## src/rtl/mpc_div_36s_15ns_21_seq.sv

```systemverilog
// Sequential divider: signed 36-bit a / unsigned 15-bit b -> saturated signed 21-bit q (remainder r under MPC_DIV_REM_EN).
// Fixed 38 enabled-edge latency, ce stalls everything, start is ignored while busy.
module mpc_div_36s_15ns_21_seq #(
  parameter int DIN0_WIDTH = 36,
  parameter int DIN1_WIDTH = 15,
  parameter int DOUT_WIDTH = 21
) (
  input  logic                         clk,
  input  logic                         rst,
  input  logic                         ce,
  input  logic                         start,
  input  logic signed [DIN0_WIDTH-1:0] a,
  input  logic        [DIN1_WIDTH-1:0] b,
  output logic signed [DOUT_WIDTH-1:0] q,
`ifdef MPC_DIV_REM_EN
  output logic signed [DIN1_WIDTH:0]   r,
`endif
  output logic                         busy,
  output logic                         done,
  output logic                         div_zero,
  output logic                         ovf
);

  localparam logic signed [DOUT_WIDTH-1:0] Q_MAX   = {1'b0, {(DOUT_WIDTH-1){1'b1}}};
  localparam logic signed [DOUT_WIDTH-1:0] Q_MIN   = {1'b1, {(DOUT_WIDTH-1){1'b0}}};
  localparam logic        [DIN0_WIDTH-1:0] POS_LIM = 36'd1048575;
  localparam logic        [DIN0_WIDTH-1:0] NEG_LIM = 36'd1048576;
  localparam logic        [5:0]            LAST    = 6'(DIN0_WIDTH - 1);

  typedef enum logic [1:0] {IDLE, CALC, FIN} state_t;

  state_t                         state, state_nxt;
  logic [5:0]                     cnt;
  logic                           neg;
  logic [DIN0_WIDTH-1:0]          dvd;      // |a| shifts out MSB-first while quotient bits shift in
  logic [DIN1_WIDTH-1:0]          div;
  logic [DIN1_WIDTH:0]            rem;
  logic [DIN0_WIDTH-1:0]          a_mag;
  logic [DIN1_WIDTH+1:0]          rem_sh;
  logic                           rem_ge;
  logic [DIN1_WIDTH:0]            rem_nxt;
  logic signed [DOUT_WIDTH-1:0]   q_fin;
  logic                           ovf_fin;

  always_comb begin
    a_mag   = a[DIN0_WIDTH-1] ? (~$unsigned(a) + 36'd1) : $unsigned(a);
    rem_sh  = {rem, dvd[DIN0_WIDTH-1]};
    rem_ge  = rem_sh >= {2'b00, div};
    rem_nxt = rem_ge ? 16'(rem_sh - {2'b00, div}) : rem_sh[DIN1_WIDTH:0];
  end

  // Sign and saturation of the finished magnitude; b==0 leaves an all-ones quotient, forced explicitly.
  always_comb begin
    q_fin   = neg ? (~dvd[DOUT_WIDTH-1:0] + 21'd1) : dvd[DOUT_WIDTH-1:0];
    ovf_fin = 1'b0;
    if (div == '0) begin
      q_fin   = neg ? Q_MIN : Q_MAX;
      ovf_fin = 1'b1;
    end else if (!neg && dvd > POS_LIM) begin
      q_fin   = Q_MAX;
      ovf_fin = 1'b1;
    end else if (neg && dvd > NEG_LIM) begin
      q_fin   = Q_MIN;
      ovf_fin = 1'b1;
    end
  end

  always_comb begin
    state_nxt = state;
    case (state)
      IDLE:    if (start) state_nxt = CALC;
      CALC:    if (cnt == LAST) state_nxt = FIN;
      FIN:     state_nxt = IDLE;
      default: state_nxt = IDLE;
    endcase
  end

  always_ff @(posedge clk or negedge rst) begin
    if (!rst) begin
      state    <= IDLE;
      cnt      <= '0;
      neg      <= 1'b0;
      dvd      <= '0;
      div      <= '0;
      rem      <= '0;
      busy     <= 1'b0;
      done     <= 1'b0;
      q        <= '0;
      div_zero <= 1'b0;
      ovf      <= 1'b0;
`ifdef MPC_DIV_REM_EN
      r        <= '0;
`endif
    end else if (ce) begin
      state <= state_nxt;
      busy  <= (state_nxt != IDLE);
      done  <= (state == FIN);
      case (state)
        IDLE: begin
          if (start) begin
            neg <= a[DIN0_WIDTH-1];
            dvd <= a_mag;
            div <= b;
            rem <= '0;
            cnt <= '0;
          end
        end
        CALC: begin
          dvd <= {dvd[DIN0_WIDTH-2:0], rem_ge};
          rem <= rem_nxt;
          cnt <= cnt + 6'd1;
        end
        FIN: begin
          q        <= q_fin;
          ovf      <= ovf_fin;
          div_zero <= (div == '0);
`ifdef MPC_DIV_REM_EN
          r        <= (div == '0) ? '0 : (neg ? (~rem + 16'd1) : rem);
`endif
        end
        default: ;
      endcase
    end
  end

endmodule

```

## config.mk

```make
export PLATFORM = sky130hd
export DESIGN_NAME = mpc_div_36s_15ns_21_seq
export DESIGN_NICKNAME = d
export VERILOG_FILES = /design/src/rtl/mpc_div_36s_15ns_21_seq.sv
export SDC_FILE = /design/constraint.sdc
export NUM_CORES = 1
export LEC_CHECK = 0
export CAP_MARGIN = 10
export CORE_ASPECT_RATIO = 1.5
export CORE_UTILIZATION = 35
export DETAILED_ROUTE_END_ITERATION = 7
export GPL_ROUTABILITY_DRIVEN = 0
export PLACE_DENSITY = 0.67
export RECOVER_POWER = 50
export SLEW_MARGIN = 10
export SYNTH_ARGS = -nofsm -noshare
export SYNTH_HDL_FRONTEND = slang
export SYNTH_SLANG_ARGS = --single-unit
```

## constraint.sdc

```tcl
create_clock -name clk -period 2.67 [get_ports clk]
set_clock_uncertainty 0.1 [all_clocks]
set_input_delay 0.267 -clock clk [delete_from_list [all_inputs] [get_ports clk]]
set_output_delay 0.267 -clock clk [all_outputs]
set_load 0.02 [all_outputs]
```

* After elaboration in Yosys (flattened, before gate mapping)
Cells that the tools add are included.
Word-level totals: bits in registers 101, latch bits 0, memory bits (writable) 0, ROM bits 0, input bits 55, output and inout port bits 25, logic and storage cells 53, memories kept 0
Operators by class: $add $sub $neg 4, multipliers 0, div/mod/pow operators 0, order comparisons 3, equality and inequality tests 4, shift operators 0, mux-type cells 19, bitwise logic cells 2, reductions and logical operators 10
Operators by type and width (count):
- 21-bit 2-to-1 mux | 5
- 36-bit 2-to-1 mux | 2
- 36-bit one-hot mux with 2 select lines | 1
- 36-bit by 1-bit adder with 36-bit output, second input constant | 1
- 36-bit by 20-bit greater-than comparator with 1-bit output, second input constant | 1
- 36-bit by 21-bit greater-than comparator with 1-bit output, second input constant | 1
- 36-bit inverter | 1
- 16-bit 2-to-1 mux | 2
- 16-bit one-hot mux with 2 select lines | 1
- 21-bit by 1-bit adder with 21-bit output, second input constant | 1
- 21-bit inverter | 1
- 17-bit by 15-bit greater-or-equal comparator with 1-bit output | 1
- 16-bit by 15-bit subtractor with 16-bit output | 1
- 15-bit zero test | 1
- 6-bit one-hot mux with 2 select lines | 1
- 6-bit by 1-bit adder with 6-bit output, second input constant | 1
- 6-bit equality test, second input constant | 1
- 6-bit 2-to-1 mux | 1
- 3-bit AND reduction | 2
- 2-bit 2-to-1 mux | 2
- 2-bit one-hot mux with 2 select lines | 1
- 2-bit nonzero test | 2
- 1-bit 2-to-1 mux | 3
- 2-bit by 1-bit equality test with 1-bit output, second input constant | 1
- other kinds (6) | 7

* Logic depth before layout (Yosys ltp)
depth after elaboration 6, gate-level depth with buffers 11, depth with buffers taken out 10

* Worst setup path before layout
OpenSTA, ideal clock, no wires.
path kind flip-flop to flip-flop, from register div[1], to register dvd[0], arrival time 2.468 ns, data required time 2.439 ns, path slack -0.029 ns, cell stages (with the launch flop) 12, path buffers 2, period minus slack after synthesis 2.699 ns, path through dfrtp_1 -> inv_1 -> ha_1 -> nor2b_1 -> o31a_1 -> o31ai_1 -> nand4_1 -> and2_1 -> clkbuf_1 -> clkbuf_1 -> o221ai_1 -> o21ai_0
On the way: longest elaborated chain between the ends 2
Ends and longest elaborated chain:
- start, declared | RTL line 36 | logic [DIN1_WIDTH-1:0] div;
- start signal, assigned | RTL line 84 | div <= '0;
- start signal, assigned | RTL line 103 | div <= b;
- 17-bit by 15-bit greater-or-equal comparator with 1-bit output | RTL line 48 | rem_ge = rem_sh >= {2'b00, div};
- 36-bit one-hot mux with 2 select lines | RTL line 98 | case (state)
- end signal, assigned | RTL line 102 | dvd <= a_mag;
- end signal, assigned | RTL line 109 | dvd <= {dvd[DIN0_WIDTH-2:0], rem_ge};
- end, declared | RTL line 35 | logic [DIN0_WIDTH-1:0] dvd;
No other way between the ends. A chain may end at the register's enable or synchronous reset.

* Worst setup path in the final report
from register dvd[11], to register q[18]
On the way: longest elaborated chain between the ends 6, elaborated cells between the ends (all ways) 10
Ends and longest elaborated chain:
- 21-bit inverter | RTL line 54 | q_fin = neg ? (~dvd[DOUT_WIDTH-1:0] + 21'd1) : dvd[DOUT_WIDTH-1:0];
- 21-bit by 1-bit adder with 21-bit output | RTL line 54
- 21-bit 2-to-1 mux | RTL line 54
- 21-bit 2-to-1 mux | RTL line 62 | end else if (neg && dvd > NEG_LIM) begin
- 21-bit 2-to-1 mux * | RTL line 59 | end else if (!neg && dvd > POS_LIM) begin
- 21-bit 2-to-1 mux * | RTL line 56 | if (div == '0) begin
- end signal, assigned | RTL line 114 | q <= q_fin;
- end, declared | RTL line 14 | output logic signed [DOUT_WIDTH-1:0] q,
Mark *: on every way between the ends. The rest lies on a longest branch, timed or not.

==> qor.csv <==
metric,value,unit
Static Leak,3.625,nW
# fillers,1750,
ys async rst share,1.000,
FP Rows,60,
Max-slew headroom,0.06676,
worst hold path class,in -> reg,
"FF+latch count, synth",101,
Initial Util,0.3562,
post-route worst setup slack,0.04912,ns
"Net Count, Synth",808,
crit path from,dvd[11]$_DFFE_PN0P_,
failing checks,DRC,
RSZ-0062 raised after global routing,true,
die area,0.01874,mm²
Ant. Diodes,0,
Num CTS Buffers,9,
Pins Over Slew Limit,0,
CTS root buf,clkbuf_16,
P per Cell Area,1044,mW/mm²
Unique masters post-synth,61,
Congestion Overflow GR,0,
CTS tree,built,
hold depth,5,
Buffers on Ports,79,
DRC viols,6,
maximum VDD drop,408.5,µV
layout cells sized above 1,0.1646,
synthesized cell area,0.006364,mm²
vias post-DR,5792,
detailed-route wire length,16.53,mm
r2r worst-path depth,8,
initial antenna violation count,0,
r2r setup slk,0.05,ns
vias in the first global route,5728,
initial detailed-routing violation count,312,
Core ar.,0.01787,mm²
area of the multi-input gates,0.003687,mm²
die width,112.1,µm
CTS H-tree lvls,3,
Num Clock Sinks,101,
antenna violation net count after detailed routing,0,
first-pass GRT wire length,27.49,mm
worst slew pin tran,1.400,ns
CP max FO,3,
post-route minimum period,2.621,ns
I/O pins,80,
register area,0.002527,mm²
register area share after synthesis,0.3972,
"most common cell after layout, fill and taps aside",dfrtp_1,
worst r2r src,dvd[11]$_DFFE_PN0P_,
period utilization,0.9816,
all-layer global routing usage,0.1817,
1st-pass router iterations,8,
capturing point of the worst reg2reg path,q[18]$_DFFE_PN0P_,
CTS Buffer Depth,2,
final hold vios,0,
pin count of the biggest net entering global routing,56,
Worst Setup EP,q[18]$_DFFE_PN0P_,
Post-synth EDFFs,0,
Pwr Total,8.682,mW
TNS Setup,0,ns
warning count from the yosys run,0,
Post-Syn Instances,734,
DP Worst Slack,-0.3693,ns
Critical Path RT,2.81,ns
final-report setup violation count,0,
crit end category,flip-flop,
MaxCap Viol Count,0,
Syn-to-layout area delta,30.67,%
Mean Syn Cell Area,8.670,µm²
HPWL Detailed,12.52,mm
Clock transition at path regs,0.08,ns
Synth Flop Type,dfrtp_1,
Worst EP arrival,2.76,ns
f_max,381.6,MHz
status,"finished, violations left",
Crit Path Category,reg -> reg,
routed length per placed instance,15.22,µm
Nets,938,
most frequent cells in the layout,"101 x dfrtp_1, 98 x nand2_1, 83 x o21ai_0",
die height,167.1,µm
Worst-Skew Late Latency,0.35,ns
CP startpoint kind,flip-flop,
Vias/cell,5.333,
==> state kept, by name, summed over array words and instances (netlist names) <==
| signal | cells |
|---|---|
| cnt | 6 |
| state | 2 |
| rem | 16 |
| q | 21 |
| busy | 1 |
| dvd | 36 |
| neg | 1 |
| done | 1 |
| div_zero | 1 |
| div | 15 |
| ovf | 1 |
==> worst min-delay path by stage <==
stage | from | end | slack [ns]
final | a[10] | dvd[10]$_DFFE_PN0P_ | 0.26
after global routing | a[10] | dvd[10]$_DFFE_PN0P_ | 0.31
after CTS | b[0] | div[0]$_DFFE_PN0P_ | 0.37
after detailed placement | rst | q[12]$_DFFE_PN0P_ | 0.27
after global placement | rst | q[12]$_DFFE_PN0P_ | 0.28
after floorplan | rst | busy$_DFFE_PN0P_ | -0.13
==> final cells by class <==
cell class,instances,share of cell area
Clock buffer,9,0.02708
Clock inverter,7,0.009178
Inverter,28,0.01264
Multi-Input combinational cell,566,0.4434
Sequential cell,101,0.3039
Tap cell,217,0.03265
Timing Repair Buffer,158,0.1711
==> metal layers <==
metal	track usage	wire [µm]	vias up
li1	-	-	2859
met1	0.2053	6787	2793
met2	0.3524	9012	123
met3	0.01556	436	17
met4	0.06145	289	0
met5	0	0	-
==> synth_stat cells (3+ instances only) <==
cell | count | area share
dfrtp_1 | 101 | 0.40
nand2_1 | 99 | 0.058
o21ai_0 | 85 | 0.067
nor2_1 | 68 | 0.040
xor2_1 | 42 | 0.058
a21oi_1 | 31 | 0.024
inv_1 | 28 | 0.017
clkbuf_1 | 27 | 0.016
o31ai_1 | 21 | 0.025
xnor2_1 | 21 | 0.029
ha_1 | 18 | 0.035
o22a_1 | 17 | 0.023
mux2i_1 | 16 | 0.025
nand3_1 | 12 | 0.0094
nor3_1 | 10 | 0.0079
nor4_1 | 10 | 0.0098
or3_1 | 10 | 0.0098
buf_6 | 7 | 0.012
nand4_1 | 7 | 0.0069
a31oi_1 | 6 | 0.0059
nor2b_1 | 6 | 0.0059
o21ai_1 | 6 | 0.0047
a21o_1 | 5 | 0.0059
and3_1 | 5 | 0.0049
or2_2 | 5 | 0.0049
or4_4 | 5 | 0.0088
a211oi_1 | 4 | 0.0047
a2bb2oi_1 | 4 | 0.0055
o21ai_2 | 4 | 0.0055
o41ai_1 | 4 | 0.0055
a22o_1 | 3 | 0.0041
nand2b_1 | 3 | 0.0029
nand3b_1 | 3 | 0.0035
nor3b_1 | 3 | 0.0035
o21a_1 | 3 | 0.0035
or4_1 | 3 | 0.0035
==> kinds of logic after synthesis <==
kind of cell / Yosys count / synth area share
and+or+nand+nor: 259 / 0.1945
buffers and inverters: 67 / 0.05014
adders and majority gates: 19 / 0.03854
muxes: 16 / 0.02517
xor gates and xnor gates: 63 / 0.08671
DFF: 101 / 0.3972
AOI/OAI and AO/OA: 209 / 0.2078
==> through the flow <==
step / utilization / cells / cell area [µm²] / hold slack, ns
finish: 0.4654 / 1086 / 8315 / 0.2598
global route: 0.4654 / 1086 / 8315 / 0.3101
CTS: 0.4579 / 1083 / 8182 / 0.3698
detailed placement: 0.4383 / 1065 / 7831 / 0.2738
global placement: 0.4383 / 1065 / 7831 / 0.2753
floorplan: - / 734 / 6365 / -0.1286
==> where the power goes <==
group          switching (mW)  leakage (nW)  total, mW  internal, mW
logic                    2.54          2.18       4.79          2.25
clock network           0.655         0.149       1.32         0.668
registers               0.530          1.30       2.57          2.04
==> worst max-delay path: stages (launching register included) <==
cell and delay [ns]:
dfrtp_1 0.39, or4_4 0.53, buf_4 0.15, or3_1 0.35, or3_4 0.43, o31ai_4 0.19
xor2_1 0.17, nor2_1 0.06, o22a_1 0.15
==> what timing repair did <==
item | 4_1_cts | 5_1_grt
pin swaps | 1 | 13
setup endpoints to repair | 16 | 33
buffers inserted | 1 | 3
hold buffers | 1 | 0
cloned | 0 | 0
endpoints found under the hold margin | 52 | 0
gates resized for setup | 6 | 35
Power figures use the tool's default switching activity.
